### src/rtl/clk_div_ctrl_pkg.sv
// Shared types and helpers for the clk_div_ctrl clock-enable divider.
// The package is the same whether or not CLK_DIV_CTRL_DUTY_EN is defined.
package clk_div_ctrl_pkg;

  localparam int unsigned DefaultCntW = 8;

  typedef enum logic [1:0] {
    StIdle = 2'b00,
    StRun  = 2'b01,
    StPend = 2'b10
  } state_e;

  // Number of high cycles of the duty-cycle level for ratio n.
  function automatic int unsigned half_ceil(input int unsigned n);
    return (n + 32'd1) >> 1;
  endfunction

endpackage

### src/rtl/clk_div_counter.sv
// Period counter and active-ratio register for clk_div_ctrl.
// CLK_DIV_CTRL_DUTY_EN adds a registered ~50% duty level derived from the counter.
module clk_div_counter
  import clk_div_ctrl_pkg::*;
#(
  parameter int unsigned CNT_W       = DefaultCntW,
  parameter int unsigned DEFAULT_DIV = 2
) (
  input  logic             clk,
  input  logic             reset,
  input  logic             run,
  input  logic             load,
  input  logic [CNT_W-1:0] load_value,
`ifdef CLK_DIV_CTRL_DUTY_EN
  input  logic             run_next,
  output logic             div_clk,
`endif
  output logic             terminal,
  output logic [CNT_W-1:0] active_div
);

  logic [CNT_W-1:0] cnt_q, cnt_d;
  logic [CNT_W-1:0] div_q, div_d;

  always_comb begin
    terminal = (cnt_q == div_q - CNT_W'(1));
    div_d    = load ? load_value : div_q;
    // A stopped counter sits at 0 so a restart always begins a full period.
    cnt_d    = (run && !terminal) ? cnt_q + CNT_W'(1) : '0;
  end

  always_ff @(posedge clk) begin
    if (reset) begin
      cnt_q <= '0;
      div_q <= CNT_W'(DEFAULT_DIV);
    end else begin
      cnt_q <= cnt_d;
      div_q <= div_d;
    end
  end

  assign active_div = div_q;

`ifdef CLK_DIV_CTRL_DUTY_EN
  logic div_clk_q;

  // Registered from next-state values so the level tracks cnt without glitching.
  always_ff @(posedge clk) begin
    if (reset) begin
      div_clk_q <= 1'b0;
    end else begin
      div_clk_q <= run_next && (32'(cnt_d) < half_ceil(32'(div_d)));
    end
  end

  assign div_clk = div_clk_q;
`endif

endmodule

### src/rtl/clk_div_ctrl.sv
// Programmable clock-enable divider: one ce_out pulse every N clk cycles, N loaded by valid/ready.
// Optional duty-cycle output div_clk_o is enabled with CLK_DIV_CTRL_DUTY_EN.
module clk_div_ctrl
  import clk_div_ctrl_pkg::*;
#(
  parameter int unsigned CNT_W       = DefaultCntW,
  parameter int unsigned DEFAULT_DIV = 2
) (
  input  logic             clk,
  input  logic             reset,
  input  logic             enable,
  input  logic             div_valid,
  input  logic [CNT_W-1:0] div_value,
  output logic             div_ready,
  output logic             ce_out,
  output logic [CNT_W-1:0] active_div,
  output logic             busy,
  output logic             div_err
`ifdef CLK_DIV_CTRL_DUTY_EN
  ,
  output logic             div_clk_o
`endif
);

  state_e           state_q;
  logic [CNT_W-1:0] pend_q;
  logic             err_q;

  logic             hs;
  logic             hs_ok;
  logic             run;
  logic             load;
  logic [CNT_W-1:0] load_value;
  logic             terminal;

  always_comb begin
    div_ready  = (state_q != StPend);
    busy       = (state_q == StPend);
    hs         = div_valid && div_ready;
    hs_ok      = hs && (div_value != '0);
    run        = (state_q != StIdle) && enable;
    load       = 1'b0;
    load_value = div_value;
    unique case (state_q)
      StIdle: load = hs_ok;
      // A ratio accepted in the same cycle the block stops goes straight into force.
      StRun:  load = hs_ok && !enable;
      StPend: begin
        load       = !enable || terminal;
        load_value = pend_q;
      end
      default: load = 1'b0;
    endcase
  end

  always_ff @(posedge clk) begin
    if (reset) begin
      state_q <= StIdle;
      pend_q  <= '0;
      err_q   <= 1'b0;
    end else begin
      err_q <= hs && (div_value == '0);
      unique case (state_q)
        StIdle: begin
          if (enable) state_q <= StRun;
        end
        StRun: begin
          if (!enable) begin
            state_q <= StIdle;
          end else if (hs_ok) begin
            pend_q  <= div_value;
            state_q <= StPend;
          end
        end
        StPend: begin
          if (!enable) begin
            state_q <= StIdle;
          end else if (terminal) begin
            state_q <= StRun;
          end
        end
        default: state_q <= StIdle;
      endcase
    end
  end

  clk_div_counter #(
    .CNT_W       (CNT_W),
    .DEFAULT_DIV (DEFAULT_DIV)
  ) u_counter (
    .clk        (clk),
    .reset      (reset),
    .run        (run),
    .load       (load),
    .load_value (load_value),
`ifdef CLK_DIV_CTRL_DUTY_EN
    .run_next   (enable),
    .div_clk    (div_clk_o),
`endif
    .terminal   (terminal),
    .active_div (active_div)
  );

  assign ce_out  = (state_q != StIdle) && terminal;
  assign div_err = err_q;

endmodule

### config.mk
export PLATFORM = sky130hd
export DESIGN_NAME = clk_div_ctrl
export DESIGN_NICKNAME = d
export VERILOG_FILES = /design/src/rtl/clk_div_ctrl_pkg.sv /design/src/rtl/clk_div_counter.sv /design/src/rtl/clk_div_ctrl.sv
export SDC_FILE = /design/constraint.sdc
export NUM_CORES = 1
export LEC_CHECK = 0
export BUFFER_PORTS_ARGS = -buffer_cell sky130_fd_sc_hd__buf_4
export CORE_ASPECT_RATIO = 2
export CORE_MARGIN = 3
export CORE_UTILIZATION = 55
export CTS_CLUSTER_SIZE = 10
export DETAILED_ROUTE_END_ITERATION = 7
export GPL_ROUTABILITY_DRIVEN = 0
export PLACE_DENSITY = 0.78
export SKIP_CTS_REPAIR_TIMING = 1
export SYNTH_ARGS = -nofsm -noshare
export SYNTH_HDL_FRONTEND = slang
export SYNTH_SLANG_ARGS = --single-unit
export TNS_END_PERCENT = 100
### constraint.sdc
create_clock -name clk -period 5.2 [get_ports clk]
set_input_delay 0.52 -clock clk [delete_from_list [all_inputs] [get_ports clk]]
set_output_delay 0.52 -clock clk [all_outputs]
set_load 0.03 [all_outputs]
# ---- Yosys cells after proc, flatten, opt, wreduce, memory -nomap -nowiden
# Cells that the tools add are included.
dict set report word_totals {
  register_bits 27
  latch_bits 0
  ram_bits 0
  rom_bits 0
  inputBits 12
  out_inout_bits 12
  word_cells 40
  mem_count 0
}
dict set report classes {
  n_addsub 2
  mul 0
  n_div 0
  order_cmp 0
  n_eq_ne 7
  n_shift 0
  n_mux 8
  n_bitwise 1
  reduce_logical 17
}
# op n
set ops {}
lappend ops {{two-way mux 2 bit} 5}
lappend ops {{adder 8 x 1 -> 8 bit (second input constant)} 1}
lappend ops {{equality test 8 bit} 1}
lappend ops {{logical NOT 8 bit} 1}
lappend ops {{two-way mux 8 bit} 1}
lappend ops {{nonzero test 8 bit} 1}
lappend ops {{subtractor 8 x 1 -> 8 bit (second input constant)} 1}
lappend ops {{logical AND 1 bit} 7}
lappend ops {{case mux 2 bit (3 select lines)} 1}
lappend ops {{AND reduction 3 bit} 2}
lappend ops {{!= test 2 bit (second input constant)} 2}
lappend ops {{!= test 3 x 2 -> 1 bit (second input constant)} 1}
lappend ops {{!= test 3 bit (second input constant)} 1}
lappend ops {{case mux 1 bit (3 select lines)} 1}
lappend ops {{equality test 2 x 1 -> 1 bit (second input constant)} 1}
lappend ops {{equality test 2 bit (second input constant)} 1}
lappend ops {{logical NOT 1 bit} 2}
lappend ops {{logical NOT 2 bit} 1}
lappend ops {{nonzero test 2 bit} 1}
lappend ops {{OR reduction 2 bit} 1}
lappend ops {{logical OR 1 bit} 1}
lappend ops {{NOT 1 bit} 1}

# ---- Logic depth before layout (Yosys ltp)
# Gate-level depths: netlist of run 1.
dict set report logic_depth {
  ltp_word 6
  mapped_depth 9
  ltp_nobuf 8
}

# ---- Modules after synthesis
# From an unflattened synthesis of run 1, not the netlist that was laid out.
dict set report hier_totals {
  cells_unflattened 163
  area_unflattened_um2 1537.7
}
# module n_inst cells_each area_per_inst_um2
set by_module_without_submodules {}
lappend by_module_without_submodules {clk_div_counter 1 97 889.6}
lappend by_module_without_submodules {clk_div_ctrl 1 66 648.1}

# ---- Least setup slack after synthesis of run 1
# Ideal clock, no wire load.
dict set report synth_path {
  kind {flip-flop to output port}
  start {reg u_counter.div_q[0] (netlist: u_counter.active_div[0])}
  end {out ce_out}
  arrival_ns 2.332
  setup_slack_ns 2.348
  stages_incl_launch_ff 6
  n_path_buf 0
  cell_sequence {dfxtp_1 or4_4 or3_1 a211oi_1 o2111a_2 nor2b_1}
}
dict set report synth_between {
  elab_chain_cells 3
}
# element line
set synth_lines {}
lappend synth_lines {{from (decl)} clk_div_counter.sv:23} ;# logic [CNT_W-1:0] div_q, div_d;
lappend synth_lines {{from (signal assigned)} clk_div_counter.sv:35} ;# div_q <= CNT_W'(DEFAULT_DIV);
lappend synth_lines {{from (signal assigned)} clk_div_counter.sv:38} ;# div_q <= div_d;
lappend synth_lines {{subtractor 8 x 1 -> 8 bit} clk_div_counter.sv:26} ;# terminal = (cnt_q == div_q - CNT_W'(1));
lappend synth_lines {{equality test 8 bit} clk_div_counter.sv:26}
lappend synth_lines {{logical AND 1 bit} clk_div_ctrl.sv:104} ;# assign ce_out = (state_q != StIdle) && terminal;
lappend synth_lines {{to (decl)} clk_div_ctrl.sv:15} ;# output logic ce_out,
# No other way between the ends.

# ---- Worst setup path in the final report of run 1
# Ends and elaborated chain as after synthesis.

==> flow_summary.toml, run 1 <==
[setup_path]
worstPathArrival_ns = 2.44
cp_max_fo = 5
cp_cell_sequence = "or4_4, or3_1, a211oi_1, o2111a_2, nor2b_1, buf_4"
r2r-start = "u_counter.active_div[0]"
rrSetupSlack_ns = 2.42
critPathKind = "register to output pin"
cp-end-kind = "output pin"
path_delay_family = "simple AND/OR/NAND/NOR gates"
path_buf_inv = 1
r2r-end = "u_counter.active_div[5]"
r2r_cells = 6
cp_slowest_cell = "or4_4"
cp-startpoint = "u_counter.active_div[0]"
start_kind = "register"
cp_slowest_stage_delay_ns = 0.59
worstPathRequired_ns = 4.68

[placement]
place_inst = 213
io_buffers = 23
dp_hpwl_mm = 2.424

[global_route]
grtUsageTotal_pct = 20.85
grt-ovfl-total = 0
grt_pass1_wl_mm = 5.602
antenna_found_initial = 0
grt_pass1_vias = 1338
grt_max_degree = 29

[min_path]
worst_hold_path_type = "input pin to register"
min_path_cells = 3
min_from = "div_value[2]"
hold-path-endpoint = "pend_q[2]"

[pwr]
p_sw_mw = 0.1174
pwr-share-seq_pct = 53.2
switching_share_pct = 27.87
pwr-share-comb_pct = 18.5
power.leakage_nw = 0.6872
vdd_ir_drop_max_mv = 0.1783
clockPowerShare_pct = 28.4
powerDensity_nw_per_um2 = 249.9
p_total_mw = 0.4212
cell_internal_pwr_mw = 0.3038

[die]
die_w_um = 42.45
std_cell_rows = 25
coreArea_um2 = 2440
die_h_um = 78.90
io_pins = 24
fp.dieArea_um2 = 3349
start_util_pct = 59.90

[timing]
finalClockSkew_ns = 0.002732
tns_ns = 0
fmaxAchievable_mhz = 337.7
post-route-period-util_pct = 56.95
fin_crit_ns = 2.961
final_hold_viol_count = 0
setup_viol_count_final = 0
worst_pin_slew_ns = 0.4714
max_slew_margin_pct = 68.57
rsz0062_at_grt = "no"
slew_viol_final = 0

[synth]
synth_top_area_share_pct = 36.99
ys_seq_elements = 27
ys.flop_type = "dfxtp_1"
syn_area_per_cell_um2 = 8.546
yosysMostFrequentCell = "dfxtp_1"
yosysTopAreaCell = "dfxtp_1"
syn_area_um2 = 1461
yosysWarnings = 0
syn-num-nets = 185
synth_edf_count = 0
async_flop_share_pct = 0
yosysUniqueCellTypes = 33
ys_top_cells_by_count = "dfxtp_1, nor2_1, nand2_1, mux2i_1, a21oi_1"
netlist_instances = 171
synth_seq_area_share_pct = 36.99
synthTopCellsByArea = "dfxtp_1, mux2i_1, mux2_2"

[cts]
cts_tree = "done"
clockBufferDepth = 2
clkTransAtPathRegs_ns = 0.09
cts_num_sinks = 27
clk_latency_ns = 0.27
htree_levels = 1
cts-buffers-inserted = 3
root_buffer = "clkbuf_8"

[finish]
nets = 205
fillers = 213
syn_to_final_growth_pct = 15.33
final_layout_size_suffix_gt1_share_pct = 20.53
antenna_cells = 0
finalNonFillerCells = 217

[detailed_routing]
ant_nets = 0
routed_wl_mm = 3.117
vias_per_cell = 5.797
routedWlPerCell_um = 14.36
vias = 1258
first_iter_violations = 43
firstDrtPassIters = 5
drc = 0

[run_status]
status = "completed"

[flow_run]
cap_violations = 0
## worst max-delay path by stage
stage | end | cells after the start
finish | ce_out | 6
global route | ce_out | 6
CTS | ce_out | 6
detailed placement | u_counter.active_div[5] | 6
global placement | u_counter.active_div[3] | 6
floorplan | ce_out | 5
## flip-flops by register name, summed over array words and instances, names as in the netlist
name                  count
div_err                   1
pend_q                    8
state_q                   2
u_counter.active_div      8
u_counter.cnt_q           8
## per-stage QoR
step,utilization (%),hold WS (ns),worst slack [ns],area (um^2)
floorplan,-,0.4521,2.348,1461
global placement,67.18,0.4747,2.473,1639
detailed placement,67.18,0.4818,2.412,1639
CTS,69.08,0.5026,2.238,1685
global route,69.08,0.5321,2.069,1685
finish,69.08,0.5009,2.239,1685
## worst reg2reg max path, delay by kind of cell (launching register included)
family / cells / cell delay, ns
AO/OA/AOI/OAI: 4 / 1.35
flip-flops: 1 / 0.36
multiplexers: 1 / 0.39
AND/OR/NAND/NOR: 1 / 0.59
## layout make-up
class                           instances  area, um^2  area share (%)
Clock inverter                          1       5.005          0.2970
Inverter                                7       26.28           1.559
Clock buffer                            3       41.29           2.450
Timing Repair Buffer                   24       180.2           10.69
Sequential cell                        27       540.5           32.07
Tap cell                               27       33.78           2.004
Multi-Input combinational cell        128       858.3           50.93
## cells in the final DEF (no fill, tap or decap)
cell / count
nor4_1: 3
nor2b_1: 7
nand3b_1: 1
clkbuf_8: 3
and3_1: 4
a21oi_1: 9
nor4b_1: 2
a221oi_4: 1
clkinv_2: 1
xor2_1: 8
mux2_2: 7
buf_4: 24
o2111a_1: 1
nor3_1: 6
o22ai_1: 1
or3_1: 1
xnor2_1: 8
nand3_1: 5
nor2_1: 21
ha_1: 2
o2111a_2: 1
dfxtp_1: 27
a311o_1: 1
inv_1: 7
or4b_1: 1
mux2i_1: 10
a211oi_1: 2
nand2_1: 20
o21bai_1: 2
or4_4: 1
or3b_2: 1
o2bb2ai_1: 1
nand2b_1: 1
## power by group through the flow
stage          clock network [mW]  logic [mW]  registers (mW)
2_1_floorplan                   0      0.0446           0.236
3_3_place_gp                    0      0.0757           0.228
3_5_place_dp                    0      0.0781           0.228
4_1_cts                     0.121      0.0785           0.224
5_1_grt                     0.125      0.0857           0.225
6_report                    0.120      0.0778           0.224
## metal layers
metal | GRT usage (%) | vias to the layer above | share of wire [%]
li1 | - | 627 | -
met1 | 21.25 | 581 | 37
met5 | 0 | - | 0
met3 | 1.814 | 14 | 2.6
met4 | 12.15 | 0 | 3.6
met2 | 39.30 | 36 | 56
## cell families after synthesis
family	count (synthesis)	share of synthesized area (%)
compound gates	19	10.27
xor+xnor	16	9.589
fa+ha+maj	2	1.712
buf+inv	16	4.282
flops	27	36.99
mux	17	12.24
simple gates	74	24.92
Power figures use the tool's default switching activity.
==> run 2: changes to the inputs <==
- clock period: 5.2 -> 2.77 ns (I/O delays scaled with it)
==> flow_summary.toml, run 2 (same netlist as run 1, synthesis figures left out) <==
[finish]
fillers = 206
final_common_cell = "buf_4"
seqCellArea_um2 = 540.5
final_layout_size_suffix_gt1_share_pct = 25.38
antenna_cells = 0
syn_to_final_growth_pct = 20.46
multi_input_area_um2 = 880.8
final_cell_mix = "buf_4, dfxtp_1, nor2_1, nand2_1, mux2i_1"
nets = 212

[global_route]
grt_max_degree = 29
grtUsageTotal_pct = 21.52
grt_pass1_vias = 1351
grt_pass1_wl_mm = 5.727
antenna_found_initial = 0
grt-ovfl-total = 0

[detailed_routing]
vias = 1273
vias_per_cell = 5.683
drc = 0
routed_wl_mm = 3.322
firstDrtPassIters = 3
first_iter_violations = 19
routedWlPerCell_um = 14.83
ant_nets = 0

[timing]
slew_viol_final = 0
worst_pin_slew_ns = 0.4190
fin_crit_ns = 2.672
finalClockSkew_ns = 0.006873
max_slew_margin_pct = 72.04
post-route-period-util_pct = 96.47
final_hold_viol_count = 0
fin_ws_ns = 0.09778
fmaxAchievable_mhz = 374.2
rsz0062_at_grt = "no"
setup_viol_count_final = 0

[setup_path]
start_kind = "register"
cp_cell_sequence = "or4_4, o2111a_1, a311o_1, o2111a_2, a221oi_4, buf_4, mux2_2"
critPathKind = "register to register"
path_buf_inv = 1
cp_slowest_cell = "or4_4"
rrSetupSlack_ns = 0.1
worstPathArrival_ns = 2.84
path_delay_family = "compound AO/OA/AOI/OAI gates"
cp-end-kind = "register"
r2r-end = "u_counter.active_div[2]"
cp_slowest_stage_delay_ns = 0.57
r2r-start = "u_counter.active_div[0]"
worstPathRequired_ns = 2.93
r2r_cells = 7
cp-startpoint = "u_counter.active_div[0]"
cp_max_fo = 5

[cts]
clk_latency_ns = 0.27
clockBufferDepth = 2
cts_num_sinks = 27
cts-buffers-inserted = 3
cts_tree = "done"
htree_levels = 1
root_buffer = "clkbuf_8"
clkTransAtPathRegs_ns = 0.09

[pwr]
p_sw_mw = 0.2165
power.leakage_nw = 0.7231
pwr-share-comb_pct = 21.2
pwr-share-seq_pct = 52.0
switching_share_pct = 27.05
p_total_mw = 0.8004
vdd_ir_drop_max_mv = 0.3174
clockPowerShare_pct = 26.7
cell_internal_pwr_mw = 0.5839
powerDensity_nw_per_um2 = 454.6

[die]
coreArea_um2 = 2440
fp.dieArea_um2 = 3349
std_cell_rows = 25
die_h_um = 78.90
start_util_pct = 59.90
die_w_um = 42.45
io_pins = 24

[min_path]
min_from = "div_value[2]"
hold-path-endpoint = "pend_q[2]"
min_path_cells = 3
worst_hold_path_type = "input pin to register"

[placement]
dp_hpwl_mm = 2.596
io_buffers = 23
pre_cts_ws_ns = 0.0008631

[run_status]
status = "completed"

[flow_run]
cap_violations = 0
[run 2: per-layer routing]
layer / up-vias / global-route usage (%) / part of all wire, %
met5: - / 0 / 0
met4: 0 / 8.100 / 1.4
met3: 4 / 2.494 / 2.1
met2: 16 / 44.50 / 61
met1: 620 / 19.92 / 35
li1: 633 / - / -
[run 2: how the worst max path moves through the flow]
| stage | end | cells past startpoint | slack (ns) |
|---|---|---|---|
| CTS | u_counter.active_div[7] | 6 | -0.01 |
| detailed placement | u_counter.active_div[7] | 6 | 0.0009 |
| global route | ce_out | 9 | 0.01 |
| floorplan | u_counter.active_div[0] | 6 | 0.0002 |
| global placement | u_counter.active_div[0] | 6 | 0.1 |
| finish | u_counter.active_div[2] | 7 | 0.1 |
[run 2: power by group through the flow]
| stage | Combinational, mW | Sequential [mW] | Clock [mW] |
|---|---|---|---|
| after floorplan | 0.0837 | 0.442 | 0 |
| after global placement | 0.153 | 0.424 | 0 |
| after detailed placement | 0.157 | 0.425 | 0 |
| after CTS | 0.159 | 0.416 | 0.220 |
| after global routing | 0.185 | 0.418 | 0.233 |
| final | 0.170 | 0.416 | 0.214 |
[run 2: tightest hold or removal path, cell delays in order]
cell     delay [ns]
buf_4          0.09
mux2i_1        0.06
nor2_1         0.07
[run 2: cell type report]
class	count	area share, %
Clock inverter	1	0.2843
Sequential cell	27	30.70
Tap cell	27	1.919
Timing Repair Buffer	31	13.22
Inverter	7	1.493
Multi-Input combinational cell	128	50.04
Clock buffer	3	2.345
[run 2: metrics by stage]
step / hold WS [ns] / cells / TNS [ns] / instance area, um^2 / util (%)
floorplan: 0.4238 / 171 / 0 / 1461 / -
global placement: 0.4741 / 217 / 0 / 1669 / 68.41
detailed placement: 0.4820 / 217 / 0 / 1669 / 68.41
CTS: 0.2626 / 221 / -0.01944 / 1715 / 70.31
global route: 0.2876 / 224 / 0 / 1760 / 72.15
finish: 0.2665 / 224 / 0 / 1760 / 72.15
